[src/rtl/eth_phy_10g_tx_gearbox_if.sv]
// Block-side and line-side signals of the 10G TX 66b->64b gearbox.
// master drives the offered block; slave is the gearbox.
interface eth_phy_10g_tx_gearbox_if #(
    parameter int HDR_WIDTH  = 2,
    parameter int DATA_WIDTH = 64
);
    logic [HDR_WIDTH-1:0]  i_tx_hdr;
    logic [DATA_WIDTH-1:0] i_tx_data;
    logic                  i_tx_valid;
    logic                  o_tx_ready;
    logic [DATA_WIDTH-1:0] o_serdes_tx_data;
    logic                  o_underrun;
    logic [15:0]           o_underrun_count;

    modport master (
        output i_tx_hdr, i_tx_data, i_tx_valid,
        input  o_tx_ready, o_serdes_tx_data, o_underrun, o_underrun_count
    );

    modport slave (
        input  i_tx_hdr, i_tx_data, i_tx_valid,
        output o_tx_ready, o_serdes_tx_data, o_underrun, o_underrun_count
    );
endinterface

[src/rtl/eth_phy_10g_tx_gearbox.sv]
// 66b->64b TX gearbox: one block per cycle in, one 64-bit word per cycle out, line word 1 cycle after consume.
// Pauses upstream 1 cycle in 33 (ready low); missing blocks become idle blocks. Optional counter: TX_GEARBOX_UNDERRUN_CNT_EN.
module eth_phy_10g_tx_gearbox #(
    parameter int HDR_WIDTH  = 2,
    parameter int DATA_WIDTH = 64
) (
    input  logic                        clk,
    input  logic                        rst,
    eth_phy_10g_tx_gearbox_if.slave     bus
);
    localparam int BLK_W = HDR_WIDTH + DATA_WIDTH;
    localparam int CAT_W = BLK_W + DATA_WIDTH;
    localparam logic [BLK_W-1:0] IDLE_BLK = {{(DATA_WIDTH-8){1'b0}}, 8'h1E, 2'b01};

    logic                  running;
    logic [5:0]            phase;
    logic [BLK_W-1:0]      residual;
    logic [DATA_WIDTH-1:0] line_q;
    logic                  underrun_q;

    logic                  ready;
    logic                  pause;
    logic [6:0]            offset;
    logic [BLK_W-1:0]      blk;
    logic [CAT_W-1:0]      cat;

    assign pause = (phase == 6'd32);
    assign ready = running && !pause;

    // New block lands just above the 2*phase pending bits, which stay LSB-aligned.
    always_comb begin
        offset = {phase, 1'b0};
        blk    = bus.i_tx_valid ? {bus.i_tx_data, bus.i_tx_hdr} : IDLE_BLK;
        cat    = ({{DATA_WIDTH{1'b0}}, blk} << offset) | {{DATA_WIDTH{1'b0}}, residual};
    end

    always_ff @(posedge clk or negedge rst) begin
        if (!rst) begin
            running    <= 1'b0;
            phase      <= 6'd0;
            residual   <= '0;
            line_q     <= '0;
            underrun_q <= 1'b0;
        end else begin
            running <= 1'b1;
            if (running) begin
                if (pause) begin
                    phase      <= 6'd0;
                    line_q     <= residual[DATA_WIDTH-1:0];
                    residual   <= '0;
                    underrun_q <= 1'b0;
                end else begin
                    phase      <= phase + 6'd1;
                    line_q     <= cat[DATA_WIDTH-1:0];
                    residual   <= cat[CAT_W-1:DATA_WIDTH];
                    underrun_q <= !bus.i_tx_valid;
                end
            end
        end
    end

    assign bus.o_tx_ready       = ready;
    assign bus.o_serdes_tx_data = line_q;
    assign bus.o_underrun       = underrun_q;

`ifdef TX_GEARBOX_UNDERRUN_CNT_EN
    logic [15:0] underrun_cnt;

    // Counts in step with the pulse so both become visible in the same cycle.
    always_ff @(posedge clk or negedge rst) begin
        if (!rst) begin
            underrun_cnt <= 16'h0000;
        end else if (ready && !bus.i_tx_valid && underrun_cnt != 16'hFFFF) begin
            underrun_cnt <= underrun_cnt + 16'd1;
        end
    end

    assign bus.o_underrun_count = underrun_cnt;
`else
    assign bus.o_underrun_count = 16'h0000;
`endif
endmodule
[src/flat_wrapper.sv]
// flat-port wrapper written by rule: the top's interface ports become plain ports
module eth_phy_10g_tx_gearbox_flat 
#(
    parameter int HDR_WIDTH  = 2,
    parameter int DATA_WIDTH = 64
)
  (clk, rst, bus_i_tx_hdr, bus_i_tx_data, bus_i_tx_valid, bus_o_tx_ready, bus_o_serdes_tx_data, bus_o_underrun, bus_o_underrun_count);
  eth_phy_10g_tx_gearbox_if #(.HDR_WIDTH(HDR_WIDTH), .DATA_WIDTH(DATA_WIDTH)) bus_i ();
  input  logic clk;
  input  logic rst;
  input wire logic [$bits(bus_i.i_tx_hdr)-1:0] bus_i_tx_hdr;
  input wire logic [$bits(bus_i.i_tx_data)-1:0] bus_i_tx_data;
  input wire logic [$bits(bus_i.i_tx_valid)-1:0] bus_i_tx_valid;
  output wire logic [$bits(bus_i.o_tx_ready)-1:0] bus_o_tx_ready;
  output wire logic [$bits(bus_i.o_serdes_tx_data)-1:0] bus_o_serdes_tx_data;
  output wire logic [$bits(bus_i.o_underrun)-1:0] bus_o_underrun;
  output wire logic [$bits(bus_i.o_underrun_count)-1:0] bus_o_underrun_count;
  assign bus_i.i_tx_hdr = bus_i_tx_hdr;
  assign bus_i.i_tx_data = bus_i_tx_data;
  assign bus_i.i_tx_valid = bus_i_tx_valid;
  assign bus_o_tx_ready = bus_i.o_tx_ready;
  assign bus_o_serdes_tx_data = bus_i.o_serdes_tx_data;
  assign bus_o_underrun = bus_i.o_underrun;
  assign bus_o_underrun_count = bus_i.o_underrun_count;
  eth_phy_10g_tx_gearbox #(.HDR_WIDTH(HDR_WIDTH), .DATA_WIDTH(DATA_WIDTH)) u_core (.clk(clk), .rst(rst), .bus(bus_i));
endmodule
[config.mk]
export PLATFORM = sky130hd
export DESIGN_NAME = eth_phy_10g_tx_gearbox_flat
export DESIGN_NICKNAME = d
export VERILOG_FILES = /design/src/rtl/eth_phy_10g_tx_gearbox_if.sv /design/src/rtl/eth_phy_10g_tx_gearbox.sv /design/src/flat_wrapper.sv
export SDC_FILE = /design/constraint.sdc
export NUM_CORES = 1
export LEC_CHECK = 0
export CORE_MARGIN = 3
export CORE_UTILIZATION = 51
export CTS_BUF_LIST = sky130_fd_sc_hd__clkbuf_4 sky130_fd_sc_hd__clkbuf_8 sky130_fd_sc_hd__clkbuf_16
export CTS_CLUSTER_SIZE = 25
export DETAILED_ROUTE_END_ITERATION = 6
export GPL_TIMING_DRIVEN = 1
export PLACE_DENSITY = 0.74
export SYNTH_ARGS = -nofsm -noshare
export SYNTH_HDL_FRONTEND = slang
export SYNTH_SLANG_ARGS = --single-unit
[constraint.sdc]
create_clock -name clk -period 3.5 [get_ports clk]
set_input_delay 1.05 -clock clk [delete_from_list [all_inputs] [get_ports clk]]
set_output_delay 1.05 -clock clk [all_outputs]
set_load 0.1 [all_outputs]
==> summary.md <==
| Metric | Value |
|---|---|
| Clk_skew | `0.01333 ns` |
| Post-DP HPWL | `34.02 mm` |
| Required time of the critical path | `2.45 ns` |
| Routed WL | `45.57 mm` |
| Internal Power | `about 6.1 mW` |
| Pwr Total | `14.42 mW` |
| Switch share | `57.60%` |
| Global-route wire length before repair | `67.71 mm` |
| Final Cell Area | `13100 sq um` |
| Vias | `11280` |
| Clock transition at path regs | `0.07 ns` |
| Worst VDD drop | `about 0.63 mV` |
| Ports | `around 150` |
| Power Density | `1100 nW/um^2` |
| Die Y | `150.4 um` |
| Status | `completed` |
| R2R Setup Slk | `0.48 ns` |
| Layout area overhead | `23.15%` |
| Combinational share of power | `68.5%` |
| Tmin final | `between 3 and 4 ns` |
| EDFF count, synth | `0` |
| CP endpoint | `bus_o_tx_ready` |
| Yosys cell types | `76` |
| CP arrival | `2.28 ns` |
| Routed Antenna Nets | `0` |
| Clock Power Share | `12.9%` |
| Share of post-route cells with drive strength above 1 | `between 20 and 25%` |
| Crit path launch | `u_core.phase[0]$_DFFE_PN0P_` |
| Wirelength per Cell | `28.22 um` |
| FILL cells | `about 1700` |
| Die area | `about 23000 sq um` |
| Max Fclk | `~300 MHz` |
| Yosys warnings | `0` |
| Placed inst area | `12500 sq um` |
| Yosys top cell by area | `dfrtp_1` |
| Clock Sink Count | `138` |
| Sequential share of power | `between 10% and 20%` |
| Initial core utilization | `52.24%` |
| Pins Over Slew Limit | `0` |
| TritonRoute pass-1 iters | `6` |
| Final Hold Vio Count | `0` |
| Clock latency on the worst-skew pair | `0.43 ns` |
| Max Cap Violations | `0` |
| FFs w/ async S/R, synth | `between 90% and 100%` |
| H-tree depth | `4` |
| Setup slack after layout | `0.1684 ns` |
| Synth area leaders | `dfrtp_1 (32%), mux2i_1 (10%), mux4_2 (7.4%), a21oi_1 (4.7%), nor2_1 (3.4%)` |
| Port bufs | `around 130` |
| Worst r2r dst | `u_core.bus.o_serdes_tx_data[40]$_DFFE_PN0P_` |
| Setup CP Type | `reg2out` |
| Main combinational cell family by area after synthesis | `compound AO/OA/AOI/OAI gates` |
| Worst hold path class | `reg2reg` |
| Unrepaired setup endpoints after global routing | `no` |
| Cells after Synth | `1182` |
| Reg2Reg Depth | `7` |
| Antenna Diode Count | `0` |
| Synthesized area | `approximately 11000 sq um` |
| Total track usage | `between 40% and 50%` |
| Core Footprint | `20360 sq um` |
| Routability cong. | `1.097` |
| Setup violators final | `0` |
| Synth Area in XOR/XNOR | `0.1647%` |
| Final core occ | `between 60% and 70%` |
| Vias per inst | `6.984` |
| Adder-cell share of the synthesized area | `0.2352%` |
| DRC viols | `0` |
| Hold-fix buffer count after cts | `0` |
| Fin nets | `approximately 1400` |
| Vias in the first global route | `10670` |
| Worst slew pin tran | `approximately 1.2 ns` |
| Leak Pwr | `5.661 nW` |
| Final Cycle Share | `95.19%` |
| Rows | `52` |
| DR iter-0 viols | `1526` |
| CP startpoint kind | `register` |
| Max clock buf depth | `2` |
| Place WS | `-0.01740 ns` |
| Top-count cell post-synth | `dfrtp_1` |
| Post-synthesis register bit count | `between 100 and 150` |
| Simple-gate share of the synthesized area | `a little over an eighth` |
| Synth Flop Type | `dfrtp_1` |
| CP max FO | `7` |
| Top-area cell type share of the netlist area | `32.46%` |
| Global route overflow | `0` |
| Avg Cell Area, Syn | `9.000 sq um` |
| Synth cell count leaders | `dfrtp_1 (138), mux2i_1 (110), a21oi_1 (100)` |
| Post-CTS setup buffer count | `0` |
| Worst r2r src | `u_core.phase[0]$_DFFE_PN0P_` |
| Critical Path End Type | `output port` |
| Initial antenna violation count | `0` |
| CTS tree | `built` |
| Compound-Gate Fraction of Synth Area | `26.83%` |
| Sequential-to-total area share from yosys stat | `32.46%` |
| Slew headroom | `18.64%` |
| Chip Width | `between 150 and 200 um` |
| NetSw | `8.303 mW` |
| Largest net degree at the start of global routing | `108` |
| TritonCTS Buffers | `17` |
| CTS Root Cell | `clkbuf_16` |
| Setup TNS | `0 ns` |
| Multiplexer area fraction after synthesis | `20.41%` |
==> logic make-up after synthesis <==
group / count (synthesis)
AOI/OAI and AO/OA: 421
and+or+nand+nor: 304
muxes: 170
buffers and inverters: 143
DFF: 138
adders and majority gates: 2
other: 2
xor gates and xnor gates: 2
==> worst max-delay path, cell delays in order (launching register included) <==
cell and delay [ns]:
dfrtp_4 0.49, inv_2 0.07, ha_1 0.17, nor3b_2 0.32, and2_1 0.31, nand2b_1 0.18
inv_2 0.12, buf_12 0.19
==> per-stage QoR <==
stage	hold WS (ns)	std cells
global route	0.4951	1615
finish	0.4781	1615
detailed placement	0.4695	1583
global placement	0.4643	1583
CTS	0.4843	1615
floorplan	0.4476	1197
==> placed cells by master, fill, tap and decap left out, drive strengths merged, types with 6 or more instances in the layout <==
cell type,netlist,layout
a21oi,100,100
a311oi,6,6
mux2,25,25
o211ai,17,17
nor3,20,20
o32ai,7,7
o21ai,76,76
o221ai,14,14
o22ai,41,41
nor2,95,95
a31oi,20,20
buf,65,173
nand2b,9,9
o31ai,8,8
a221oi,7,7
a32oi,9,9
conb,2,17
a2bb2oi,8,8
nand2,93,93
inv,18,30
clkdlybuf4s50,0,67
and2,21,21
and3,6,6
a22oi,11,11
clkbuf,59,17
o21a,12,12
nor2b,11,11
dfrtp,138,138
nand3,28,28
a221o,15,15
a22o,7,7
o2bb2ai,14,14
mux4,35,35
a21o,11,11
mux2i,110,110
==> power by group through the flow <==
stage,combinational (mW),sequential [mW],clock [mW]
6_report,9.88,2.68,1.86
2_1_floorplan,4.05,5.00,0
5_1_grt,10.2,2.75,1.92
4_1_cts,9.60,2.67,1.86
3_3_place_gp,9.52,2.66,0
3_5_place_dp,9.57,2.69,0
==> what timing repair did <==
action                                  4_1_cts  5_1_grt
hold endpoints to repair                      0        0
resized for setup                             1        0
endpoints found under the setup margin        1        0
==> layout make-up <==
class                           count  area, sq um  area share (%)
Timing Repair Buffer              240         2098           16.02
Inverter                           19        71.32          0.5444
Clock inverter                     15        167.7           1.280
Tap cell                          270        337.8           2.579
Sequential cell                   138         3463           26.44
Multi-Input combinational cell    916         6536           49.89
Clock buffer                       17        425.4           3.247
==> routing by layer <==
metal | share of wire [%] | vias to the layer above | GRT usage, %
met2 | 42 | 868 | 58.15
met3 | 12 | 150 | 10.54
li1 | - | 4801 | -
met4 | 5.3 | 0 | 17.57
met1 | 40 | 5460 | 56.83
met5 | 0 | - | 0
==> how the worst min path moves through the flow <==
stage                                           startpoint                                          end  slack (ns)  depth (start not counted)
3_3_place_gp   u_core.bus.o_serdes_tx_data[43]$_DFFE_PN0P_  u_core.bus.o_serdes_tx_data[43]$_DFFE_PN0P_        0.46                          1
3_5_place_dp   u_core.bus.o_serdes_tx_data[43]$_DFFE_PN0P_  u_core.bus.o_serdes_tx_data[43]$_DFFE_PN0P_        0.47                          1
5_1_grt                    u_core.residual[64]$_DFFE_PN0P_              u_core.residual[64]$_DFFE_PN0P_        0.50                          1
6_report       u_core.bus.o_serdes_tx_data[43]$_DFFE_PN0P_  u_core.bus.o_serdes_tx_data[43]$_DFFE_PN0P_        0.48                          1
4_1_cts        u_core.bus.o_serdes_tx_data[43]$_DFFE_PN0P_  u_core.bus.o_serdes_tx_data[43]$_DFFE_PN0P_        0.48                          1
2_1_floorplan              u_core.residual[35]$_DFFE_PN0P_              u_core.residual[35]$_DFFE_PN0P_        0.45                          2
==> state kept, by name, indices dropped and copies added (netlist names) <==
name / cells
u_core.bus.o_underrun: 1
u_core.phase: 6
u_core.running: 1
u_core.residual: 66
u_core.bus.o_serdes_tx_data: 64
No activity file was read; power rests on OpenSTA's default activity.
